==> config.mk <==
export PLATFORM = sky130hd
export DESIGN_NAME = half_argmax_seq
export DESIGN_NICKNAME = d
export VERILOG_FILES = /design/src/rtl/half_pkg.sv /design/src/rtl/half_gt.sv /design/src/rtl/half_argmax_seq.sv
export SDC_FILE = /design/constraint.sdc
export NUM_CORES = 1
export LEC_CHECK = 0
export ABC_AREA = 1
export CAP_MARGIN = 20
export CORE_MARGIN = 4
export CORE_UTILIZATION = 55
export DETAILED_ROUTE_END_ITERATION = 10
export PLACE_DENSITY = 0.85
export SLEW_MARGIN = 15
export SYNTH_ARGS = -nofsm -noshare
export SYNTH_HDL_FRONTEND = slang
export SYNTH_SLANG_ARGS = --single-unit
==> constraint.sdc <==
create_clock -name clk -period 3.35 [get_ports clk]
set_input_delay 0.335 -clock clk [delete_from_list [all_inputs] [get_ports clk]]
set_output_delay 0.335 -clock clk [all_outputs]
set_load 0.005 [all_outputs]
==> src/rtl/half_pkg.sv <==
// Shared half-precision field constants, the argmax FSM state type and a NaN test.
package half_pkg;

  localparam int HALF_SIGN_BIT = 15;
  localparam int HALF_EXP_MSB  = 14;
  localparam int HALF_EXP_LSB  = 10;
  localparam int HALF_MANT_MSB = 9;
  localparam int HALF_MANT_LSB = 0;

  localparam logic [15:0] HALF_QNAN = 16'h7E00;

  typedef enum logic [1:0] {
    IDLE = 2'd0,
    RUN  = 2'd1,
    DONE = 2'd2
  } argmax_state_t;

  function automatic logic is_nan(input logic [15:0] h);
    return (h[HALF_EXP_MSB:HALF_EXP_LSB] == 5'h1F) &&
           (h[HALF_MANT_MSB:HALF_MANT_LSB] != 10'h000);
  endfunction

endpackage

==> src/rtl/half_gt.sv <==
// Combinational half-precision strict greater-than: gt = (a > b).
// Signed zeros are ordered (+0 > -0); NaNs are treated as plain bit patterns.
module half_gt
  import half_pkg::*;
(
  input  logic [15:0] a,
  input  logic [15:0] b,
  output logic        gt
);

  logic [14:0] w_mag_a;
  logic [14:0] w_mag_b;

  assign w_mag_a = a[HALF_EXP_MSB:HALF_MANT_LSB];
  assign w_mag_b = b[HALF_EXP_MSB:HALF_MANT_LSB];

  // {exp,mant} is monotonic in magnitude, so a plain unsigned compare orders it.
  always_comb begin
    if (a[HALF_SIGN_BIT] != b[HALF_SIGN_BIT]) begin
      gt = b[HALF_SIGN_BIT];
    end else if (!a[HALF_SIGN_BIT]) begin
      gt = (w_mag_a > w_mag_b);
    end else begin
      gt = (w_mag_a < w_mag_b);
    end
  end

endmodule

==> src/rtl/half_argmax_seq.sv <==
// Streaming argmax over a half-precision vector with a held result handshake.
// Define HALF_ARGMAX_NAN_EN to skip NaN elements and report them on nan_seen.
module half_argmax_seq
  import half_pkg::*;
#(
  parameter int LEN_MAX = 256,
  parameter int IDX_W   = $clog2(LEN_MAX)
) (
  input  logic             clk,
  input  logic             rstn,
  input  logic             start,
  input  logic [IDX_W:0]   cfg_len,
  output logic             busy,
  input  logic             s_valid,
  output logic             s_ready,
  input  logic [15:0]      s_data,
  output logic             m_valid,
  input  logic             m_ready,
  output logic [15:0]      m_max,
  output logic [IDX_W-1:0] m_idx,
  output logic             len_err,
  output logic             nan_seen
);

  argmax_state_t    r_state;
  argmax_state_t    w_state_nxt;
  logic [IDX_W:0]   r_len;
  logic [IDX_W:0]   r_cnt;
  logic [15:0]      r_max;
  logic [IDX_W-1:0] r_idx;
  logic             r_have;
  logic             r_len_err;

  logic w_len_ok;
  logic w_acc;
  logic w_last;
  logic w_nan;
  logic w_gt;
  logic w_load;

  assign w_len_ok = (cfg_len != '0) && (cfg_len <= (IDX_W+1)'(LEN_MAX));
  assign w_acc    = (r_state == RUN) && s_valid;
  assign w_last   = (r_cnt == r_len - 1'b1);
  assign w_load   = w_acc && !w_nan && (!r_have || w_gt);

  half_gt u_gt (
    .a  (s_data),
    .b  (r_max),
    .gt (w_gt)
  );

  // NOTE: synchronous reset is used here because the surrounding codebase resets
  // this way; rstn is therefore only sampled on the rising clock edge.
  always_ff @(posedge clk) begin
    if (!rstn) r_state <= IDLE;
    else       r_state <= w_state_nxt;
  end

  // NOTE: every always_comb output gets a default first so no path infers a latch.
  always_comb begin
    w_state_nxt = r_state;
    unique case (r_state)
      IDLE: if (start)            w_state_nxt = w_len_ok ? RUN : DONE;
      RUN:  if (w_acc && w_last)  w_state_nxt = DONE;
      DONE: if (m_ready)          w_state_nxt = IDLE;
      default:                    w_state_nxt = IDLE;
    endcase
  end

  // NOTE: sequential state uses non-blocking assignments so every register sees
  // the pre-edge values of the others, independent of statement order.
  always_ff @(posedge clk) begin
    if (!rstn) begin
      r_len     <= '0;
      r_cnt     <= '0;
      r_max     <= 16'h0000;
      r_idx     <= '0;
      r_have    <= 1'b0;
      r_len_err <= 1'b0;
    end else if (r_state == IDLE && start) begin
      r_len     <= cfg_len;
      r_cnt     <= '0;
      r_idx     <= '0;
      r_have    <= 1'b0;
      r_len_err <= !w_len_ok;
`ifdef HALF_ARGMAX_NAN_EN
      // Preloaded so an all-NaN vector reports a quiet NaN at index 0.
      r_max     <= w_len_ok ? HALF_QNAN : 16'h0000;
`else
      r_max     <= 16'h0000;
`endif
    end else if (w_acc) begin
      r_cnt <= r_cnt + 1'b1;
      if (w_load) begin
        r_max  <= s_data;
        r_idx  <= r_cnt[IDX_W-1:0];
        r_have <= 1'b1;
      end
    end
  end

`ifdef HALF_ARGMAX_NAN_EN
  logic r_nan_seen;

  assign w_nan = is_nan(s_data);

  always_ff @(posedge clk) begin
    if (!rstn)                         r_nan_seen <= 1'b0;
    else if (r_state == IDLE && start) r_nan_seen <= 1'b0;
    else if (w_acc && w_nan)           r_nan_seen <= 1'b1;
  end

  assign nan_seen = r_nan_seen;
`else
  assign w_nan    = 1'b0;
  assign nan_seen = 1'b0;
`endif

  assign busy    = (r_state != IDLE);
  assign s_ready = (r_state == RUN);
  assign m_valid = (r_state == DONE);
  assign m_max   = r_max;
  assign m_idx   = r_idx;
  assign len_err = r_len_err;

endmodule

==> impl_metrics.prom, run 1 <==
# TYPE chip_impl_metric gauge
chip_impl_info{name="run_status",value="finished, final reports clean"} 1
chip_impl_metric{name="number_of_placement_rows",unit=""} 25
chip_impl_metric{name="flow.area_growth_from_synthesis",unit="%"} 23.5
chip_impl_info{name="synth_top_family_by_area",value="simple AND/OR/NAND/NOR gates"} 1
chip_impl_metric{name="number_of_hold_violations_in_the_final_report",unit=""} 0
chip_impl_metric{name="detailedPlacementHpwl",unit="um"} 4780
chip_impl_metric{name="post-cts-setup-buffers",unit=""} 0
chip_impl_info{name="setup_crit_start_kind",value="primary input"} 1
chip_impl_metric{name="grt_start_max_net_pins",unit=""} 50
chip_impl_metric{name="cts_num_sinks",unit=""} 46
chip_impl_info{name="setup_repair_after_global_routing_missed_its_margin",value="no"} 1
chip_impl_info{name="crit_path_frequent_cell",value="sky130_fd_sc_hd__nand2_1"} 1
chip_impl_metric{name="floorplan.io_pins",unit=""} 59
chip_impl_info{name="crit_path_top_delay_cell",value="sky130_fd_sc_hd__clkdlybuf4s50_1"} 1
chip_impl_metric{name="core_area",unit="mm2"} 0.00485
chip_impl_info{name="synth.top_cells.by_area",value="sky130_fd_sc_hd__dfxtp_1 (33%), sky130_fd_sc_hd__nand2_1 (11%), sky130_fd_sc_hd__inv_1 (8.9%)"} 1
chip_impl_metric{name="postCtsHoldBufs",unit=""} 0
chip_impl_metric{name="final-setup-viol-count",unit=""} 0
chip_impl_metric{name="gp_congestion",unit=""} 0.835
chip_impl_metric{name="post_route_fraction_of_the_period_consumed_by_the_critical_path",unit=""} 0.692
chip_impl_metric{name="yosysTopAreaCellShare",unit=""} 0.327
chip_impl_info{name="critical_path_sink_type",value="flop"} 1
chip_impl_info{name="yosys_most_used_dff",value="sky130_fd_sc_hd__dfxtp_1"} 1
chip_impl_metric{name="clock_path_buffers",unit=""} 2
chip_impl_metric{name="slew-limit-headroom",unit=""} 0.357
chip_impl_metric{name="detail_route.wirelength",unit="um"} 6190
chip_impl_metric{name="ys.warnings.count",unit=""} 0
chip_impl_info{name="cts_tree",value="done"} 1
chip_impl_metric{name="max_stage_delay",unit="ns"} 0.42
chip_impl_info{name="netlist.top_cell.by_area",value="sky130_fd_sc_hd__dfxtp_1"} 1
chip_impl_metric{name="io_buffers",unit=""} 57
chip_impl_metric{name="worst_r2r_path_depth",unit=""} 16
chip_impl_info{name="setup.worst_path.end",value="m_max[8]"} 1
chip_impl_metric{name="cp.required",unit="ns"} 3.54
chip_impl_metric{name="clock.fmax",unit="GHz"} 0.431
chip_impl_info{name="critical_path_class",value="in2reg"} 1
chip_impl_metric{name="synth-edff-count",unit=""} 0
chip_impl_metric{name="gr-total-overflow",unit=""} 0
chip_impl_metric{name="h-tree-depth",unit=""} 2
chip_impl_metric{name="nFillCells",unit=""} 412
chip_impl_metric{name="r2r_slack",unit="ns"} 1.07
chip_impl_metric{name="path_max_fanout",unit=""} 36
chip_impl_metric{name="dieHeight",unit="um"} 79.5
chip_impl_metric{name="synth_area_per_cell",unit="um2"} 6.83
chip_impl_metric{name="design.die.area",unit="mm2"} 0.00632
chip_impl_info{name="yosys-top-cells-count",value="sky130_fd_sc_hd__nand2_1 (82), sky130_fd_sc_hd__inv_1 (67), sky130_fd_sc_hd__nor2_1 (59)"} 1
chip_impl_metric{name="drt_drc_violations_left",unit=""} 0
chip_impl_metric{name="synth_cells",unit=""} 412
chip_impl_metric{name="groute.usage.overall",unit=""} 0.209
chip_impl_metric{name="synth.net_count",unit=""} 459
chip_impl_metric{name="synth_adder_area_share",unit=""} 0.0756
chip_impl_metric{name="grt_pass1_vias",unit=""} 2562
chip_impl_metric{name="syn-cell-area",unit="mm2"} 0.00281
chip_impl_metric{name="synthMuxAreaShare",unit=""} 0
chip_impl_metric{name="num_vias",unit=""} 2660
chip_impl_info{name="regToRegStartpoint",value="m_max[14]"} 1
chip_impl_metric{name="worst_skew_pair.late_latency",unit="ns"} 0.30
chip_impl_metric{name="flop_and_latch_count_out_of_synthesis",unit=""} 46
chip_impl_metric{name="drv_slew",unit=""} 0
chip_impl_metric{name="global_route_wire_length_before_repair",unit="um"} 10800
chip_impl_metric{name="crit_arrival",unit="ns"} 2.51
chip_impl_info{name="yosysMostFrequentCell",value="sky130_fd_sc_hd__nand2_1"} 1
chip_impl_metric{name="detailedRoute.firstPassIterationCount",unit=""} 4
chip_impl_metric{name="synth_compound_area_frac",unit=""} 0.139
chip_impl_metric{name="final_area",unit="mm2"} 0.00347
chip_impl_info{name="timing.critical_path.cells",value="clkdlybuf4s50_1 -> ha_1 -> nand2_2 -> nor2_4 -> inv_2 -> nor2_2 -> nand2_1 -> nand2_1 -> nand2_1 -> nand2_1 -> nand2_1 -> nand2_2 -> buf_12 -> nand3_1 -> nand2_1 -> nor2_1"} 1
chip_impl_metric{name="ir_worst_vdd",unit="mV"} 0.318
chip_impl_info{name="cp-startpoint",value="s_data[14]"} 1
chip_impl_metric{name="drt-initial-drc-count",unit=""} 149
chip_impl_metric{name="clk_transition_reported_paths",unit="ns"} 0.08
chip_impl_metric{name="layout.nets",unit=""} 509
chip_impl_metric{name="ant_nets",unit=""} 0
chip_impl_metric{name="floorplan.initialDensity",unit=""} 0.580
chip_impl_metric{name="skew",unit="ns"} 0.00401
chip_impl_metric{name="final_layout_size_suffix_gt1_frac",unit=""} 0.0929
chip_impl_metric{name="maxCapViolCount",unit=""} 0
chip_impl_metric{name="asyncSetResetFlopFracSynth",unit=""} 0
chip_impl_metric{name="insertedDiodeCount",unit=""} 0
chip_impl_info{name="r2r_end",value="m_max[8]"} 1
chip_impl_metric{name="leakage",unit="nW"} 1.48
chip_impl_metric{name="synth.distinct_cells",unit=""} 32
chip_impl_metric{name="post_drt_wl_per_cell",unit="um"} 11.7
chip_impl_info{name="hold_path_class",value="reg2reg"} 1
chip_impl_metric{name="routed_via_density",unit=""} 5.02
chip_impl_metric{name="dieWidth",unit="um"} 79.5
chip_impl_info{name="clock-root-buffer",value="sky130_fd_sc_hd__clkbuf_8"} 1
chip_impl_metric{name="synth_xor_area_frac",unit=""} 0.0311
chip_impl_metric{name="worst_slew_pin_slew",unit="ns"} 0.963
chip_impl_metric{name="grt_antenna_before_repair",unit=""} 0
chip_impl_metric{name="dpl_cell_area",unit="mm2"} 0.00338
chip_impl_metric{name="final_core_area_utilization",unit=""} 0.716
chip_impl_metric{name="cts_resized",unit=""} 0
chip_impl_metric{name="fin_crit",unit="ns"} 2.32
chip_impl_metric{name="power_per_cell_area",unit="mW/mm2"} 375
chip_impl_metric{name="setup-tns-final",unit="ns"} 0
chip_impl_metric{name="seq_area_frac_synth",unit=""} 0.327
chip_impl_metric{name="cts_inserted_buffers",unit=""} 5
chip_impl_metric{name="synth_simple_gate_area_share",unit=""} 0.287
[final cells by class]
cell class	count	area, um2	share of cell area
clock buffer	7	86.3	0.0249
clock inverter	1	5.00	0.00144
inverter	71	267	0.0767
multi-input combinational	278	1510	0.433
sequential	46	921	0.265
tap	67	83.8	0.0241
timing repair buffer	60	606	0.174
[state kept, by name (all words and copies together) (netlist names)]
name	count
m_idx	8
m_max	16
r_have	1
r_state	2
len_err	1
r_cnt	9
r_len	9
[worst max-delay path: cells and delay by family]
kind | cells | cell delay (ns)
adders and majority gates | 1 | 0.32
and+or+nand+nor | 12 | 1.12
buffers and inverters | 3 | 0.71
[metal layers]
metal  global-route usage  up-vias  part of all wire
met4               0.0825        0             0.018
met3               0.0384       11             0.047
met5                    0        -                 0
li1                     -     1384                 -
met1                0.243     1201              0.44
met2                0.376       64              0.50
[cell families after synthesis]
group / Yosys count
other: 1
buffers and inverters: 88
xor gates and xnor gates: 10
DFF: 46
and+or+nand+nor: 189
AOI/OAI and AO/OA: 61
adders and majority gates: 17
[power by group]
part           leakage [nW]  switching, mW  internal, mW  total (mW)
clock                0.0482          0.184         0.167       0.351
sequential            0.374         0.0269         0.577       0.604
combinational          1.06          0.187         0.161       0.348
[worst min-delay path by stage]
stage / slack, ns / start / cells after the start / to
after floorplan: 0.45 / r_len[1] / 2 / r_len[1]
after global placement: 0.47 / m_idx[2] / 2 / m_idx[2]
after detailed placement: 0.48 / m_idx[0] / 2 / m_idx[0]
after CTS: 0.50 / m_idx[0] / 2 / m_idx[0]
after global routing: 0.53 / m_idx[0] / 2 / m_idx[0]
final: 0.49 / m_idx[0] / 2 / m_idx[0]
[cell usage in the layout, fill, tap and decap left out, drive strengths merged, types with 7 or more instances in the layout]
| cell type | netlist | layout |
|---|---|---|
| nand3 | 33 | 33 |
| dfxtp | 46 | 46 |
| inv | 70 | 70 |
| xor2 | 7 | 7 |
| a21oi | 40 | 40 |
| clkdlybuf4s50 | 0 | 57 |
| ha | 17 | 17 |
| o21ai | 17 | 17 |
| nor2 | 62 | 62 |
| clkbuf | 5 | 7 |
| nand2 | 85 | 85 |
[stage by stage]
step / worst slack (ns) / cells / power (mW) / hold WS (ns)
floorplan: 1.52 / 412 / 0.842 / 0.453
global route: 0.785 / 530 / 1.39 / 0.527
global placement: 0.786 / 522 / 0.949 / 0.473
finish: 1.03 / 530 / 1.30 / 0.493
detailed placement: 0.735 / 522 / 0.962 / 0.478
CTS: 1.04 / 530 / 1.31 / 0.497
(Power assumes the default switching activity.)
==> run 2: changes to the inputs <==
--- a/config.mk
+++ b/config.mk
@@ -8,9 +8,9 @@
 export ABC_AREA = 1
 export CAP_MARGIN = 20
 export CORE_MARGIN = 4
-export CORE_UTILIZATION = 55
+export CORE_UTILIZATION = 46
 export DETAILED_ROUTE_END_ITERATION = 10
-export PLACE_DENSITY = 0.85
+export PLACE_DENSITY = 0.76
 export SLEW_MARGIN = 15
 export SYNTH_ARGS = -nofsm -noshare
 export SYNTH_HDL_FRONTEND = slang
==> constraint.sdc (replaced) <==
create_clock -name clk -period 2.05 [get_ports clk]
set_input_delay 0.205 -clock clk [delete_from_list [all_inputs] [get_ports clk]]
set_output_delay 0.205 -clock clk [all_outputs]
set_load 0.005 [all_outputs]
==> run 2 against run 1 <==
  * Final cell count up 5.1%
  * Clock power rose by 53%
  * Combinational power up 86%
  * Critical endpoint is now m_max[13]
  * Largest cell class unchanged
  * Largest power group unchanged
==> impl_metrics.prom, run 2 (synthesis gave the netlist of run 1 again) <==
# TYPE chip_impl_metric gauge
chip_impl_metric{name="grt_start_max_net_pins",unit=""} 33
chip_impl_metric{name="gp_congestion",unit=""} 0.803
chip_impl_info{name="layout_common_cells",value="sky130_fd_sc_hd__nand2_1 (78), sky130_fd_sc_hd__inv_1 (65), sky130_fd_sc_hd__nor2_1 (57)"} 1
chip_impl_info{name="setup_crit_start_kind",value="flop"} 1
chip_impl_metric{name="cts_inserted_buffers",unit=""} 5
chip_impl_metric{name="number_of_hold_violations_in_the_final_report",unit=""} 0
chip_impl_metric{name="grt_pass1_vias",unit=""} 2472
chip_impl_metric{name="number_of_placement_rows",unit=""} 28
chip_impl_metric{name="drv_slew",unit=""} 0
chip_impl_metric{name="postCtsHoldBufs",unit=""} 0
chip_impl_metric{name="layout.nets",unit=""} 529
chip_impl_metric{name="cp.required",unit="ns"} 2.25
chip_impl_metric{name="pre_cts_ws",unit="ns"} -0.194
chip_impl_metric{name="insertedDiodeCount",unit=""} 0
chip_impl_metric{name="design.die.area",unit="mm2"} 0.00743
chip_impl_metric{name="flow.area_growth_from_synthesis",unit="%"} 38.5
chip_impl_metric{name="worst_r2r_path_depth",unit=""} 16
chip_impl_metric{name="detailedRoute.firstPassIterationCount",unit=""} 4
chip_impl_info{name="clock-root-buffer",value="sky130_fd_sc_hd__clkbuf_8"} 1
chip_impl_info{name="run_status",value="finished, final reports clean"} 1
chip_impl_metric{name="ant_nets",unit=""} 0
chip_impl_metric{name="largest_reg_flops",unit=""} 16
chip_impl_metric{name="global_route_wire_length_before_repair",unit="um"} 10100
chip_impl_metric{name="drt_drc_violations_left",unit=""} 0
chip_impl_metric{name="drt-initial-drc-count",unit=""} 107
chip_impl_metric{name="skew",unit="ns"} 0.00973
chip_impl_metric{name="routed_via_density",unit=""} 4.96
chip_impl_metric{name="detail_route.wirelength",unit="um"} 6860
chip_impl_info{name="critical_path_class",value="reg2reg"} 1
chip_impl_metric{name="io_buffers",unit=""} 57
chip_impl_metric{name="hold_ws",unit="ns"} 0.428
chip_impl_metric{name="fin_crit",unit="ns"} 2.01
chip_impl_metric{name="clk_transition_reported_paths",unit="ns"} 0.09
chip_impl_metric{name="gr-total-overflow",unit=""} 0
chip_impl_metric{name="worst_skew_pair.late_latency",unit="ns"} 0.30
chip_impl_metric{name="floorplan.io_pins",unit=""} 59
chip_impl_info{name="critical_path_sink_type",value="flop"} 1
chip_impl_metric{name="dieWidth",unit="um"} 86.2
chip_impl_metric{name="maxCapViolCount",unit=""} 0
chip_impl_metric{name="final_layout_size_suffix_gt1_frac",unit=""} 0.199
chip_impl_metric{name="post_route_fraction_of_the_period_consumed_by_the_critical_path",unit=""} 0.983
chip_impl_metric{name="groute.usage.overall",unit=""} 0.162
chip_impl_metric{name="post_drt_wl_per_cell",unit="um"} 12.3
chip_impl_metric{name="h-tree-depth",unit=""} 2
chip_impl_metric{name="path_max_fanout",unit=""} 7
chip_impl_metric{name="grt_antenna_before_repair",unit=""} 0
chip_impl_metric{name="detailedPlacementHpwl",unit="um"} 4570
chip_impl_metric{name="worst_hold_path.num_cells",unit=""} 6
chip_impl_metric{name="clock.fmax",unit="GHz"} 0.496
chip_impl_metric{name="cts_num_sinks",unit=""} 46
chip_impl_metric{name="leakage",unit="nW"} 1.67
chip_impl_metric{name="power_per_cell_area",unit="mW/mm2"} 557
chip_impl_metric{name="crit_arrival",unit="ns"} 2.22
chip_impl_metric{name="num_vias",unit=""} 2763
chip_impl_metric{name="final-setup-viol-count",unit=""} 0
chip_impl_metric{name="floorplan.initialDensity",unit=""} 0.475
chip_impl_metric{name="ir_worst_vdd",unit="mV"} 0.304
chip_impl_metric{name="clock_path_buffers",unit=""} 2
chip_impl_metric{name="final_core_area_utilization",unit=""} 0.658
chip_impl_info{name="setup_repair_after_global_routing_missed_its_margin",value="yes"} 1
chip_impl_metric{name="dieHeight",unit="um"} 86.2
chip_impl_info{name="mostFrequentLayoutCell",value="sky130_fd_sc_hd__nand2_1"} 1
chip_impl_info{name="cts_tree",value="done"} 1
chip_impl_info{name="hold_path_class",value="in2reg"} 1
chip_impl_metric{name="core_area",unit="mm2"} 0.00592
chip_impl_metric{name="layout_setup_ws",unit="ns"} 0.0356
run 2: cell count changes in the layout (fill, tap and decap cells not counted), sizes merged:
cell,before,now
clkdlybuf4s50,57,55
clkinv,2,3
clkbuf,7,8
dlymetal6s2s,0,2
buf,3,20
run 2: layout make-up:
type / count / area, um2
inverters: 71 / 267
repair buffers: 80 / 858
clock inverters: 2 / 10.0
multi-input cells: 278 / 1660
flip-flops and latches: 46 / 937
fillers: 501 / 2020
clock buffers: 5 / 68.8
well taps: 75 / 93.8
run 2: path summary, 6_finish.rpt:
check / startpoint / endpoint / slack [ns]
hold reg to reg: m_idx[1] / m_idx[1] / 0.49
hold / removal: s_data[4] / m_max[4] / 0.43
setup / recovery: m_max[5] / m_max[13] / 0.04
setup reg to reg: m_max[5] / m_max[13] / 0.04
run 2: per-stage QoR:
stage                     power (mW)  TNS [ns]  cell area, um2  std cells
after global routing            2.29     -2.29            3900        557
after floorplan                 1.38         0            2810        412
after CTS                       2.12         0            3580        546
after detailed placement        1.59     -3.98            3500        539
final                           2.17         0            3900        557
after global placement          1.57     -2.88            3500        539
run 2: worst max-delay path: stages, from the launching register on:
cell and delay, ns:
sky130_fd_sc_hd__dfxtp_2 0.35, sky130_fd_sc_hd__inv_1 0.07, sky130_fd_sc_hd__ha_4 0.26, sky130_fd_sc_hd__nand2_2 0.06, sky130_fd_sc_hd__nor2_2 0.17, sky130_fd_sc_hd__nand2_1 0.07
sky130_fd_sc_hd__nand2_1 0.08, sky130_fd_sc_hd__nand2_1 0.05, sky130_fd_sc_hd__nand2_1 0.08, sky130_fd_sc_hd__nand2_1 0.06, sky130_fd_sc_hd__nand2_1 0.08, sky130_fd_sc_hd__nand2_2 0.09
sky130_fd_sc_hd__nand2_8 0.14, sky130_fd_sc_hd__clkbuf_16 0.16, sky130_fd_sc_hd__nand3_1 0.08, sky130_fd_sc_hd__nand2_1 0.07, sky130_fd_sc_hd__nor2_1 0.04
run 2: per-layer routing:
layer | wire length [um] | GRT usage | vias to the layer above
li1 | - | - | 1423
met1 | 2890 | 0.189 | 1253
met2 | 3500 | 0.301 | 74
met3 | 369 | 0.0323 | 13
met4 | 105 | 0.0439 | 0
met5 | 0 | 0 | -
run 2: report_power, final:
group,switching (mW),internal (mW)
logic,0.334,0.313
clock network,0.309,0.230
registers,0.0420,0.944
total,0.684,1.49
run 2: timing repair:
action / 4_1_cts / 5_1_grt
endpoints found under the setup margin: 0 / 24
buffers inserted: 0 / 6
gates resized for setup: 0 / 40
